$ cat config.mk
export PLATFORM = sky130hd
export DESIGN_NAME = lsu_mem_arb
export DESIGN_NICKNAME = d
export VERILOG_FILES = /design/src/rtl/lsu_mem_arb.sv
export SDC_FILE = /design/constraint.sdc
export NUM_CORES = 1
export LEC_CHECK = 0
export ABC_AREA = 1
export BUFFER_PORTS_ARGS = -buffer_cell sky130_fd_sc_hd__buf_2
export CAP_MARGIN = 10
export CORE_ASPECT_RATIO = 0.7
export CORE_MARGIN = 10
export CORE_UTILIZATION = 45
export CTS_CLUSTER_SIZE = 28
export DETAILED_ROUTE_END_ITERATION = 16
export HOLD_SLACK_MARGIN = 0.1
export PLACE_DENSITY_LB_ADDON = 0.2
export SYNTH_ARGS = -nofsm -noshare
export SYNTH_HDL_FRONTEND = slang
export SYNTH_SLANG_ARGS = --single-unit
$ cat constraint.sdc
create_clock -name clk -period 6.65 [get_ports clk]
set_input_delay 0.3325 -clock clk [delete_from_list [all_inputs] [get_ports clk]]
set_output_delay 0.3325 -clock clk [all_outputs]
set_load 0.01 [all_outputs]
$ cat src/rtl/lsu_mem_arb.sv
// Load/store memory arbiter: committed-store write buffer with
// store-to-load forwarding and a single outstanding memory read.
module lsu_mem_arb #(
   parameter int ADDR_W     = 32,
   parameter int DATA_W     = 32,
   parameter int WBUF_DEPTH = 4,
   parameter int STARVE_MAX = 4
) (
   input  logic                          clk,
   input  logic                          rst,
   input  logic                          ld_req_valid,
   output logic                          ld_req_ready,
   input  logic [ADDR_W-1:0]             ld_req_addr,
   output logic                          ld_resp_valid,
   output logic [DATA_W-1:0]             ld_resp_data,
   input  logic                          st_req_valid,
   output logic                          st_req_ready,
   input  logic [ADDR_W-1:0]             st_req_addr,
   input  logic [DATA_W-1:0]             st_req_data,
   output logic                          mem_req_valid,
   input  logic                          mem_req_ready,
   output logic                          mem_req_we,
   output logic [ADDR_W-1:0]             mem_req_addr,
   output logic [DATA_W-1:0]             mem_req_wdata,
   input  logic                          mem_resp_valid,
   input  logic [DATA_W-1:0]             mem_resp_rdata,
   output logic [$clog2(WBUF_DEPTH):0]   wbuf_count,
   output logic                          busy
);

   localparam int PW = $clog2(WBUF_DEPTH);
   localparam int CW = PW + 1;
   localparam int SW = $clog2(STARVE_MAX + 1);

   typedef enum logic [2:0] {
      IDLE, FWD, LD_PEND, RD_WAIT, RESP
   } state_t;

   state_t state, state_d;

   logic [ADDR_W-1:0] wb_addr [WBUF_DEPTH];
   logic [DATA_W-1:0] wb_data [WBUF_DEPTH];
   logic [PW-1:0]     wr_ptr, rd_ptr, idx;
   logic [CW-1:0]     count;
   logic [SW-1:0]     starve;
   logic [ADDR_W-1:0] ld_addr_q;
   logic [DATA_W-1:0] ld_data_q;
   logic              lock_q, lock_we_q;

   logic full, push, st_hs, ld_hs, ld_acc;
   logic gnt_st, gnt_ld, st_pri, can_issue;
   logic fwd_hit;
   logic [DATA_W-1:0] fwd_data;

   assign full   = (count == CW'(WBUF_DEPTH));
   assign push   = st_req_valid && st_req_ready;
   assign ld_acc = ld_req_valid && ld_req_ready;
   assign st_hs  = gnt_st && mem_req_ready;
   assign ld_hs  = gnt_ld && mem_req_ready;

   assign st_req_ready = !full;
   assign ld_req_ready = (state == IDLE);
   assign wbuf_count   = count;
   assign busy         = (state != IDLE) || (count != '0);

   // Walk oldest to youngest so the last hit is the youngest store;
   // a store pushed this cycle is younger still.
   always_comb begin
      fwd_hit  = 1'b0;
      fwd_data = '0;
      idx      = '0;
      for (int i = 0; i < WBUF_DEPTH; i++) begin
         idx = rd_ptr + PW'(i);
         if (CW'(i) < count && wb_addr[idx] == ld_req_addr) begin
            fwd_hit  = 1'b1;
            fwd_data = wb_data[idx];
         end
      end
      if (push && st_req_addr == ld_req_addr) begin
         fwd_hit  = 1'b1;
         fwd_data = st_req_data;
      end
   end

   // A stalled request keeps its grant until it handshakes.
   always_comb begin
      can_issue = (state != RD_WAIT) && (state != RESP);
      st_pri    = full || (starve == SW'(STARVE_MAX)) ||
                  (state != LD_PEND);
      gnt_st    = 1'b0;
      gnt_ld    = 1'b0;
      if (lock_q) begin
         gnt_st = lock_we_q;
         gnt_ld = !lock_we_q;
      end else if (can_issue) begin
         gnt_st = (count != '0) && st_pri;
         gnt_ld = (state == LD_PEND) && !gnt_st;
      end
   end

   always_comb begin
      mem_req_valid = gnt_st || gnt_ld;
      mem_req_we    = gnt_st;
      mem_req_addr  = '0;
      mem_req_wdata = '0;
      if (gnt_st) begin
         mem_req_addr  = wb_addr[rd_ptr];
         mem_req_wdata = wb_data[rd_ptr];
      end else if (gnt_ld) begin
         mem_req_addr  = ld_addr_q;
      end
   end

   always_comb begin
      state_d = state;
      case (state)
         IDLE:    if (ld_req_valid) state_d = fwd_hit ? FWD : LD_PEND;
         FWD:     state_d = IDLE;
         LD_PEND: if (ld_hs) state_d = RD_WAIT;
         RD_WAIT: if (mem_resp_valid) state_d = RESP;
         RESP:    state_d = IDLE;
         default: state_d = IDLE;
      endcase
   end

   assign ld_resp_valid = (state == FWD) || (state == RESP);
   assign ld_resp_data  = ld_resp_valid ? ld_data_q : '0;

   always_ff @(posedge clk or negedge rst) begin
      if (!rst) state <= IDLE;
      else      state <= state_d;
   end

   always_ff @(posedge clk or negedge rst) begin
      if (!rst) begin
         ld_addr_q <= '0;
         ld_data_q <= '0;
         lock_q    <= 1'b0;
         lock_we_q <= 1'b0;
         starve    <= '0;
      end else begin
         if (ld_acc) ld_addr_q <= ld_req_addr;
         if (ld_acc && fwd_hit) ld_data_q <= fwd_data;
         else if (state == RD_WAIT && mem_resp_valid)
            ld_data_q <= mem_resp_rdata;
         lock_q    <= mem_req_valid && !mem_req_ready;
         lock_we_q <= mem_req_we;
         if (st_hs) starve <= '0;
         else if (ld_hs && count != '0 && starve != SW'(STARVE_MAX))
            starve <= starve + SW'(1);
      end
   end

   always_ff @(posedge clk or negedge rst) begin
      if (!rst) begin
         wr_ptr <= '0;
         rd_ptr <= '0;
         count  <= '0;
         for (int i = 0; i < WBUF_DEPTH; i++) begin
            wb_addr[i] <= '0;
            wb_data[i] <= '0;
         end
      end else begin
         if (push) begin
            wb_addr[wr_ptr] <= st_req_addr;
            wb_data[wr_ptr] <= st_req_data;
            wr_ptr          <= wr_ptr + PW'(1);
         end
         if (st_hs) rd_ptr <= rd_ptr + PW'(1);
         case ({push, st_hs})
            2'b10:   count <= count + CW'(1);
            2'b01:   count <= count - CW'(1);
            default: count <= count;
         endcase
      end
   end

endmodule

==> results of run 1 <==
layout make-up:
cell class / count / area (um^2)
fill: 5627 / 26200
multi-input combinational: 3167 / 13900
sequential: 335 / 8390
timing repair buffer: 309 / 1890
inverter: 327 / 1240
clock buffer: 53 / 1100
tap: 730 / 913
clock inverter: 15 / 161
antenna: 7 / 17.5
critical path: cells and delay by family (launching register included):
family	cells	cell delay (ns)
AND/OR/NAND/NOR	11	2.64
buffers and inverters	3	1.23
flip-flops	1	0.63
AO/OA/AOI/OAI	2	0.13
power by group:
part | total [W] | switching [W] | internal [W]
clock network | 0.00221 | 0.000940 | 0.00127
registers | 0.00380 | 0.000803 | 0.00299
logic | 0.00970 | 0.00698 | 0.00272
cell usage in the layout, fill, tap and decap left out, types with 17 or more instances in the layout:
cell	instances
o21ai_1	18
clkbuf_16	39
nand3b_1	32
buf_2	237
xnor2_1	17
dfrtp_1	333
nand3_1	328
inv_1	317
dlygate4sd3_1	34
nand4_1	34
a21oi_1	100
nand2_1	1632
nor2_1	285
buf_4	31
o21ai_0	634
xor2_1	18
through the flow:
step	instances	setup WS [ns]	instance area [um^2]	hold slack (ns)	utilization, %
CTS	4933	1.95	27600	0.103	51.2
global placement	4831	2.10	26000	0.429	48.2
global route	4940	1.54	27600	0.122	51.3
floorplan	4064	4.07	24500	0.0369	-
finish	4943	1.80	27600	0.116	51.3
detailed placement	4831	1.98	26000	0.424	48.2
worst max-delay path by stage:
stage	start	to	slack (ns)	cells after the start
after floorplan	wbuf_count[0]$_DFFE_PN0P_	wbuf_count[2]$_DFFE_PN0P_	4.07	15
after global routing	rd_ptr[1]$_DFFE_PN0P_	ld_data_q[22]$_DFFE_PN0P_	1.54	20
after detailed placement	rd_ptr[1]$_DFFE_PN0P_	ld_data_q[22]$_DFFE_PN0P_	1.98	20
after CTS	rd_ptr[1]$_DFFE_PN0P_	ld_data_q[22]$_DFFE_PN0P_	1.95	20
final	rd_ptr[1]$_DFFE_PN0P_	ld_data_q[7]$_DFFE_PN0P_	1.80	16
after global placement	rd_ptr[1]$_DFFE_PN0P_	ld_data_q[22]$_DFFE_PN0P_	2.10	20
logic make-up after synthesis:
group                      after synthesis
and+or+nand+nor                       2355
AOI/OAI and AO/OA                      766
buffers and inverters                  562
DFF                                    335
xor gates and xnor gates                35
adders and majority gates               11
per-layer routing:
layer  vias up  routed length [um]  part of all wire [%]  GRT usage [%]
met1     12700               49600                    47           48.7
met5         -                 176                  0.17           1.46
met3       134               16200                    15           14.3
li1      13200                   -                     -              -
met4        10                1720                   1.6           6.12
met2      1572               37500                    36           38.2
synth_stat cells, drive strengths merged:
library cell	count	area share, %
and2	3	0.076
o211ai	11	0.34
xnor2	17	0.61
nand4	34	0.87
nand3	328	6.7
dfrtp	335	34
ha	11	0.56
nor4	5	0.13
nor2	291	4.5
nor3	12	0.24
nand3b	32	0.98
nand2	1641	25
o2111ai	1	0.036
and3	2	0.051
clkinv	3	0.051
inv	324	5.0
buf	100	2.3
clkbuf	135	2.1
a31oi	2	0.051
nor3b	2	0.061
a21oi	100	2.0
xor2	18	0.64
o21ai	652	13
or2	5	0.13
flip-flops by register name, summed over array words and instances (netlist names):
| signal | count |
|---|---|
| wb_addr | 128 |
| wb_data | 128 |
| ld_addr_q | 32 |
| ld_data_q | 32 |
| starve | 3 |
| state | 3 |
| wbuf_count | 3 |
| rd_ptr | 2 |
| wr_ptr | 2 |
| lock_q | 1 |
| lock_we_q | 1 |
==> run metrics, run 1 <==
run status finished, final reports clean; Netlist cell types 35; min-delay src mem_resp_rdata[22]; Synth Area in XOR/XNOR about 1.2%; pin count of the biggest net entering global routing between 200 and 250; Final Max Slew Viols 0; reg2reg start rd_ptr[1]$_DFFE_PN0P_; ANT nets after route 0; kind of critical path reg -> reg; Die Y-Extent 215 um; Die ar. 64400 um^2; Hold Path Sink ld_data_q[22]$_DFFE_PN0P_; hold buffer count at CTS 34; fin crit period 4.85 ns; Routed WL per cell 21.3 um; worst path cell trace buf_4 -> nand2_1 -> nand2_4 -> buf_4 -> nand2_1 -> nand3_1 -> nand4_1 -> nor3_1 -> nand3b_1 -> nor2_4 -> buf_4 -> a21oi_1 -> nand2_1 -> nand2_1 -> nand2_1 -> a21oi_1; first-pass GRT wire length 158000 um; Worst-Margin Slew about 1.2 ns; final wirelength about 110000 um; initial core utilization a little under half; Seq/Total Area, Yosys between 30 and 40%; YS warnings 0; crit path DAT roughly 5.3 ns; clock skew around 0.024 ns; Synth Area in Simple Gates 38.9%; Static Leakage 14.6 nW; Critical Path Fanout Max between 60 and 70; Post-Syn Area ~25000 um^2; Nets roughly 4300; CTS tree built; Core ar. ~54000 um^2; CTS Buf Count 37; Max rail drop VDD 0.441 mV; HP Class in -> reg; Worst slew margin about 20%; io pins 239; DRT Pass-1 Iters 7; Root Buffer clkbuf_16; Seq cells post-synth ~340; maxcap violations 0; Hold Path Stages 3; max incr delay on CP roughly 0.76 ns; end of the worst register-to-register path ld_data_q[7]$_DFFE_PN0P_; Post-Synth Adder-Cell Area less than 1%; vias in the first global route 24500; main combinational cell family by area after synthesis simple AND/OR/NAND/NOR gates; initial drt markers 3945; CTS Sinks 335; mux contribution to synthesized area 0%; post-cts resize count 0; Area Growth Syn to Fin 12.5%; IO buf count about 240; post-synth net total 4209; Post-CTS Setup Bufs 0; final setup fails 0; Final Cycle Share between 70% and 80%; Residual DRC 0; post-DP HPWL 77600 um; Required @ worst endpoint between 7 and 8 ns; Mapped Avg Cell Area between 6 and 7 um^2; grt ovf 0; Core Rows between 70 and 80; Power Density ~570 nW/um^2; gpl congestion around 1.1; via/cell ratio between 5 and 6; Compound-Gate Fraction of Synth Area 15.8%; flop2flop setup slack roughly 1.8 ns; antenna violations before repair 15; clock-pin slew on the worst setup and hold paths about 0.070 ns; length in cells of the worst reg-to-reg path 16; f_max between 200 and 250 MHz; setup_tns 0 ns; crit path max-delay cell type nor2_4; most used cell, CP nand2_1; CP startpoint kind flop; GRT Overall Usage between 30% and 40%; RSZ-0062 raised after global routing no; DIE WIDTH around 300 um; Cells after Synth approximately 4100; # H-tree levels 2; Longest Clk Path Bufs 3; routed via count 27700; total power around 0.016 W; final hold vios 0; clock latency on the worst-skew pair slightly below 0.6 ns; fraction of layout cells with a size suffix above 1 about 8.7%; Setup crit end kind flop
Note: power is estimated with default switching activity, not from simulation.
==> run 2: changes to the inputs <==
Clock period 6.65 ns to 3.95 ns, I/O delays scaled along.
==> run 2 against run 1 <==
Worst hold slack better by 0.0063 ns; worst setup slack got worse by 1.7 ns; largest power group unchanged; via count grew 2.1%; clock power is 70% higher; highest routed layer unchanged; total power rose by 73%; utilization is 2.3 points higher; count of clock-buffer cells in the layout is 4 higher.
==> run metrics, run 2 (synthesized netlist as in run 1, its figures left out) <==
Core ar. 53800 um^2; Core Rows 71; post-DP HPWL between 70000 and 80000 um; CTS Buf Count 38; pin count of the biggest net entering global routing 113; Longest Clk Path Bufs 3; RSZ-0062 raised after global routing no; Worst slew margin between 30% and 40%; grt ovf 0; CTS Sinks between 300 and 400; Clk pwr share roughly 14%; io pins 239; Area Growth Syn to Fin 17.7%; combinational share of power approximately 63%; clock skew between 0.02 and 0.025 ns; via/cell ratio ~5.6; setup ws final ~0.12 ns; first-pass GRT wire length roughly 160000 um; register area 8390 um^2; Max rail drop VDD 0.565 mV; HP Class in -> reg; Worst-Margin Slew 0.960 ns; f_max 261 MHz; CP startpoint kind flop; initial core utilization a little under half; DIE WIDTH around 300 um; max incr delay on CP between 0.5 and 0.6 ns; fill cell count ~5500; ANT nets after route 0; CP delay by family, top simple AND/OR/NAND/NOR gates; Final Max Slew Viols 0; kind of critical path reg -> reg; Final Cycle Share between 90 and 100%; Nets between 4000 and 5000; worst slack, placed about 0.087 ns; most used cell, CP nand2_1; setup_tns 0 ns; vias in the first global route approximately 25000; GRT Overall Usage a little under a third; Post-CTS Setup Bufs 0; Pint ~0.012 W; Root Buffer clkbuf_16; Sw Ratio a little under three fifths; initial drt markers around 4400; Critical Path Fanout Max 44; Die ar. approximately 64000 um^2; biggest regs wb_addr (128), wb_data (128); final setup fails 0; final hold vios 0; crit path max-delay cell type dfrtp_4; CTS tree built; crit path DAT between 4 and 5 ns; DRT Pass-1 Iters 8; Reg power frac 23.3%; final wirelength roughly 110000 um; gpl congestion 1.07; multi-input logic area 13900 um^2; worst path buffer plus inverter count 3; antenna violations before repair 11; clock latency on the worst-skew pair 0.58 ns; # H-tree levels 2; Setup crit end kind flop; Residual DRC 0; run status finished, final reports clean; maxcap violations 0; Routed WL per cell roughly 21 um; fin crit period ~3.8 ns; fraction of layout cells with a size suffix above 1 about 9%; Switch Pwr between 0.01 and 0.015 W; Die Y-Extent around 220 um; Static Leakage about 15 nW; Required @ worst endpoint approximately 4.4 ns; Power Density about 940 nW/um^2; worst path cell trace inv_6 -> nand2_1 -> nand2_8 -> buf_12 -> nand3_1 -> nand2_1 -> nand2_1 -> nand2_1 -> nand2_1 -> nor2_1 -> nand2_1 -> nor2_1 -> nand2_1 -> nor2_1 -> nor2_1 -> nand2_1 -> nand2_2 -> buf_12 -> o21ai_0 -> a21oi_1; routed via count ~28000; most common cell after layout, fill and taps aside nand2_1; clock-pin slew on the worst setup and hold paths 0.07 ns; final hold slack between 0.1 and 0.15 ns; commonest non-fill, non-tap cells in the layout 1632 x nand2_1, 632 x o21ai_0, 333 x dfrtp_1; IO buf count 238
## run 2: changes by cell type in the layout (fill, tap and decap cells not counted), moves of 2 or more
cell / before / now
o21ai_1: 18 / 20
clkbuf_1: 7 / 10
clkinvlp_4: 0 / 2
buf_12: 4 / 15
inv_2: 5 / 3
nor2_2: 3 / 5
buf_4: 31 / 51
nor2_1: 285 / 283
o21ai_0: 634 / 632
clkinv_2: 10 / 6
dlygate4sd3_1: 34 / 118
## run 2: area by class of cell
| cell class | instances | share of cell area [%] |
|---|---|---|
| Timing Repair Buffer | 424 | 10.8 |
| Multi-Input combinational cell | 3167 | 48.2 |
| Clock buffer | 57 | 3.89 |
| Tap cell | 730 | 3.16 |
| Sequential cell | 335 | 29.1 |
| Inverter | 327 | 4.30 |
| Antenna cell | 7 | 0.0606 |
| Clock inverter | 12 | 0.516 |
## run 2: worst paths after layout
| kind | startpoint | slack (ns) | cells after the start | endpoint |
|---|---|---|---|---|
| min in group asynchronous | rst | 0.29 | 2 | ld_addr_q[20]$_DFFE_PN0P_ |
| max in group asynchronous | rst | 2.59 | 3 | wb_data[52]$_DFFE_PN0P_ |
| worst min-delay path | ld_req_addr[2] | 0.12 | 3 | ld_addr_q[2]$_DFFE_PN0P_ |
| worst max register to register | rd_ptr[0]$_DFFE_PN0P_ | 0.12 | 20 | ld_data_q[31]$_DFFE_PN0P_ |
| worst min register to register | wb_data[83]$_DFFE_PN0P_ | 0.48 | 2 | wb_data[83]$_DFFE_PN0P_ |
| worst max-delay path | rd_ptr[0]$_DFFE_PN0P_ | 0.12 | 20 | ld_data_q[31]$_DFFE_PN0P_ |
## run 2: power by group through the flow
| stage | logic, W | registers (W) | clock network [W] |
|---|---|---|---|
| finish | 0.0171 | 0.00631 | 0.00375 |
| global route | 0.0188 | 0.00650 | 0.00391 |
| CTS | 0.0164 | 0.00624 | 0.00377 |
| detailed placement | 0.0162 | 0.00628 | 0 |
| global placement | 0.0161 | 0.00628 | 0 |
| floorplan | 0.0106 | 0.00587 | 0 |
## run 2: per-stage QoR
stage | cell area (um^2) | std cells | total power [W] | utilization (%)
floorplan | 24500 | 4064 | 0.0165 | -
global placement | 26400 | 4864 | 0.0224 | 49.0
detailed placement | 26400 | 4864 | 0.0225 | 49.0
CTS | 28800 | 5051 | 0.0264 | 53.5
global route | 28900 | 5056 | 0.0292 | 53.6
finish | 28900 | 5059 | 0.0271 | 53.7
## run 2: layer usage
metal  wire, um  part of all wire [%]  GRT usage, %
met2      38000                    36          39.5
met4       1850                   1.7          5.84
met5         37                 0.035             0
met3      16600                    16          11.5
met1      50200                    47          50.6
## run 2: tightest hold or removal path: stages
cell and delay, ns:
buf_2 0.14, inv_1 0.14, o21ai_0 0.17
## run 2: what timing repair did
| item | in CTS | in global routing |
|---|---|---|
| endpoints found under the setup margin | 0 | 36 |
| hold buffers | 118 | 0 |
| resized for setup | 0 | 9 |
| endpoints found under the hold margin | 417 | 0 |
